**config.mk**
```make
export PLATFORM = sky130hd
export DESIGN_NAME = tdc_therm_encoder
export DESIGN_NICKNAME = d
export VERILOG_FILES = /design/src/rtl/tdc_therm_encoder.sv
export SDC_FILE = /design/constraint.sdc
export NUM_CORES = 1
export LEC_CHECK = 0
export CAP_MARGIN = 20
export CORE_UTILIZATION = 57
export DETAILED_ROUTE_END_ITERATION = 6
export PLACE_DENSITY = 0.79
export SKIP_CTS_REPAIR_TIMING = 1
export SYNTH_ARGS = -nofsm -noshare
export SYNTH_HDL_FRONTEND = slang
export SYNTH_SLANG_ARGS = --single-unit
export TNS_END_PERCENT = 30
```
**constraint.sdc**
```tcl
create_clock -name clk -period 7.1 [get_ports clk]
set_clock_uncertainty 0.05 [all_clocks]
set_input_delay 1.42 -clock clk [delete_from_list [all_inputs] [get_ports clk]]
set_output_delay 1.42 -clock clk [all_outputs]
set_load 0.01 [all_outputs]
```
**src/rtl/tdc_therm_encoder.sv**
```systemverilog
// Carry-chain TDC thermometer-to-binary encoder: two-flop capture, 3-tap
// majority bubble correction, popcount, and a single output register that drops results under back-pressure.

module tdc_maj3 (
    input  logic lo,
    input  logic mid,
    input  logic hi,
    output logic maj
);
    assign maj = (lo & mid) | (lo & hi) | (mid & hi);
endmodule

module tdc_therm_encoder #(
    parameter int TAPS   = 64,
    parameter int CODE_W = 7
) (
    input  logic              clk,
    input  logic              rst_n,
    input  logic [TAPS-1:0]   tap_i,
    input  logic              sample_i,
    output logic [CODE_W-1:0] code_o,
    output logic              sat_o,
    output logic              zero_o,
    output logic              valid_o,
    input  logic              ready_i,
    output logic              drop_o,
    output logic [7:0]        drop_cnt_o
);
    localparam int STAGES = 2;

    logic [STAGES:0]   vld_pipe;
    logic [TAPS-1:0]   s1_tap, s2_tap, s3_bits;
    logic [TAPS+1:0]   ext;
    logic [TAPS-1:0]   bub;
    logic [CODE_W-1:0] cnt;
    logic              load, drop;

    // Chain boundaries: below tap 0 reads as already-propagated, above the top as not reached.
    assign ext = {1'b0, s2_tap, 1'b1};

    genvar g;
    generate
        for (g = 0; g < TAPS; g++) begin : g_lane
            tdc_maj3 u_maj (
                .lo  (ext[g]),
                .mid (ext[g+1]),
                .hi  (ext[g+2]),
                .maj (bub[g])
            );
        end
    endgenerate

    always_comb begin
        cnt = '0;
        for (int i = 0; i < TAPS; i++)
            cnt = cnt + CODE_W'(s3_bits[i]);
    end

    // The popcount stage doubles as the output register, so a new result
    // only loads when the held one is gone or leaving on this edge.
    assign load = vld_pipe[STAGES] && (!valid_o || ready_i);
    assign drop = vld_pipe[STAGES] && valid_o && !ready_i;

    always_ff @(posedge clk) begin
        if (!rst_n) begin
            vld_pipe <= '0;
            s1_tap   <= '0;
            s2_tap   <= '0;
            s3_bits  <= '0;
        end else begin
            vld_pipe <= {vld_pipe[STAGES-1:0], sample_i};
            s1_tap   <= tap_i;
            s2_tap   <= s1_tap;
            if (vld_pipe[1])
                s3_bits <= bub;
        end
    end

    always_ff @(posedge clk) begin
        if (!rst_n) begin
            code_o     <= '0;
            sat_o      <= 1'b0;
            zero_o     <= 1'b0;
            valid_o    <= 1'b0;
            drop_o     <= 1'b0;
            drop_cnt_o <= '0;
        end else begin
            drop_o <= drop;
            if (drop && drop_cnt_o != 8'hFF)
                drop_cnt_o <= drop_cnt_o + 8'd1;
            if (load) begin
                code_o  <= cnt;
                sat_o   <= (cnt == CODE_W'(TAPS));
                zero_o  <= (cnt == '0);
                valid_o <= 1'b1;
            end else if (valid_o && ready_i) begin
                valid_o <= 1'b0;
            end
        end
    end
endmodule

```
==> out/metrics.csv <==
metric;value;unit
number of flops mapped to enable cells by yosys;0;
largest net degree at the start of global routing;130;
DIE HEIGHT;125;um
DR iter-0 viols;356;
Post-synth ARST share;0;
FMAX;158;MHz
Worst-path clk slew;60;ps
Clock Tree Buf Depth;3;
ys flop type;dfxtp_1;
Total Routed Length;14.0;mm
Tcrit/Tclk final;0.891;
worst skew pair latency;490;ps
initial antenna violation count;0;
area added between synthesis and finish;19.5;%
H-tree depth;1;
max-cap viol count;0;
synth unique cells;32;
family with the most delay on the worst path;adder cells;
RSZ-0062 raised after global routing;false;
synthesized area per cell;9.77;um^2
Clock Power Share;0.344;
Synth Warn #;0;
via count;5866;
fin crit period;6320;ps
Worst-Margin Slew;718;ps
synth top area cells;dfxtp_1 50%, fa_1 13%, and2_1 9.7%;
GR Util All Layers;0.186;
post-DP HPWL;9.69;mm
Final Power;3.19;mW
PwrDens;309;mW/mm^2
pre-CTS WS;750;ps
I/O pin count;87;
Final Slew Violations;0;
WL per Instance;12.1;um
Net Switching;893;uW
Inserted Diodes;0;
Vias/cell;5.08;
syn_nets;1023;
largest area contributor in the netlist;dfxtp_1;
Sw Share;0.280;
Post-Syn Area;0.00864;mm^2
chain of cells forming the critical path;inv_1, fa_1, inv_1, fa_1, fa_1, inv_1, fa_1, inv_1, fa_1, fa_1, fa_1, inv_1, fa_1, inv_1, fa_1, a211oi_1, nor2_1, xnor2_1, and4b_1, a41o_1;
VDD IR max;0.245;mV
post-synthesis sequential area ratio;0.496;
CP bufs+invs;6;
dpl cells;1118;
core box area;0.0146;mm^2
Initial Util;0.590;
status;completed;
Finished Layout Cells;1155;
most instantiated cells after synthesis;214 x dfxtp_1, 134 x and2_1, 130 x o21ai_0;
row cnt;44;
Setup Viol. Count Final;0;
startpoint type of the worst setup path;register;
Hold WS;368;ps
post-synthesis cell count;885;
die width;125;um
Initial DRT Pass Iterations;7;
Layout fillers;1092;
P_int;2.30;mW
critical path capture point type;register;
post-synth top area share;0.496;
GP Congestion;0.771;
vias in the first global route;5503;
Final Hold Fails;0;
count leader, synth;dfxtp_1;
CP max stage delay;550;ps
setup slack after layout;775;ps
IO buf count;86;
Final ANT Viol Nets;0;
gr ovfl total;0;
CP Max Fanout;2;
layout cell share with drive strength beyond 1;0.0381;
Die Area;0.0157;mm^2
Crit Path Class;register to register;
CTS tree;done;
worst relative slew slack;0.521;
CP most frequent cell;fa_1;
Reg power frac;0.405;
data arrival time of the worst path;6650;ps
drt drc;0;
first-pass GRT wire length;24.2;mm
final setup TNS;0;ps
Req. time, crit path;7430;ps
combinational power share;0.251;
nets;1096;
Clock Sinks;214;
slowest CP cell;fa_1;
Yosys reg bits;214;
P_leak;4.14;nW
TritonCTS buffer count;21;
clock root cell;clkbuf_16;
Hold Path Class;register to register;
==> placed cells by master, fill, tap and decap left out, types with 2 or more instances in the layout <==
| master | n |
|---|---|
| bufinv_16 | 2 |
| ha_1 | 16 |
| nor3_1 | 2 |
| clkbuf_1 | 3 |
| a21oi_1 | 5 |
| nand2b_1 | 3 |
| and2_1 | 134 |
| inv_1 | 97 |
| inv_6 | 2 |
| a211oi_1 | 5 |
| clkbuf_16 | 21 |
| o21a_1 | 2 |
| nor2_1 | 19 |
| nand2_1 | 74 |
| clkbuf_8 | 5 |
| clkdlybuf4s50_1 | 85 |
| xnor2_1 | 7 |
| fa_1 | 54 |
| nand3_1 | 2 |
| dfxtp_1 | 213 |
| buf_4 | 2 |
| xor2_1 | 2 |
| and3_1 | 2 |
| a41o_1 | 2 |
| a31oi_1 | 62 |
| o21ai_0 | 130 |
| clkinv_2 | 2 |
| nor2b_1 | 2 |
| nor3b_1 | 3 |
==> stage by stage <==
stage,cell area (um^2),utilization
finish,10300,0.705
global route,10300,0.705
global placement,9600,0.656
detailed placement,9600,0.656
floorplan,8640,-
CTS,10300,0.704
==> routing by layer <==
metal  vias to the layer above  wire (um)  global-route usage  part of all wire
met5                         -          0                   0                 0
met4                         0        284              0.0545             0.020
met2                       124       6720               0.320              0.48
met1                      2702       6340               0.235              0.45
li1                       3013          -                   -                 -
met3                        27        678              0.0407             0.048
==> area by class of cell <==
type                       count  area [um^2]  area share
tap                          184          230      0.0223
inverter                      97          364      0.0352
clock buffer                  29          606      0.0586
sequential                   214         4290       0.415
timing repair buffer          88          893      0.0865
multi-input combinational    536         3850       0.373
clock inverter                 7         95.1     0.00921
==> kinds of logic after synthesis <==
family | count (synthesis) | synth area share
compound gates | 209 | 0.135
xor+xnor | 9 | 0.00912
mux | 1 | 0.00116
buf+inv | 135 | 0.0586
simple gates | 247 | 0.153
flops | 214 | 0.496
fa+ha+maj | 70 | 0.148
==> worst paths after layout <==
check,to,cells past startpoint,slack (ps),start
worst max-delay path,sat_o$_SDFFE_PN0P_,20,780,s3_bits[35]$_SDFFE_PN0P_
worst min-delay path,s2_tap[22]$_SDFF_PN0_,1,370,s1_tap[22]$_SDFF_PN0_
worst max register to register,sat_o$_SDFFE_PN0P_,20,780,s3_bits[35]$_SDFFE_PN0P_
worst min register to register,s2_tap[22]$_SDFF_PN0_,1,370,s1_tap[22]$_SDFF_PN0_
==> power by group through the flow <==
stage / clock network [mW] / registers (mW) / logic (mW)
floorplan: 0 / 1.31 / 0.635
global placement: 0 / 1.32 / 0.775
detailed placement: 0 / 1.32 / 0.805
CTS: 1.13 / 1.30 / 0.815
global route: 1.17 / 1.30 / 0.959
finish: 1.10 / 1.29 / 0.802
==> sequential cells by signal (all words and copies together), names as in the netlist <==
register / count
zero_o: 1
valid_o: 1
s1_tap: 64
sat_o: 1
s3_bits: 64
s2_tap: 64
code_o: 7
drop_o: 1
vld_pipe: 3
drop_cnt_o: 8
(Power assumes the default switching activity.)
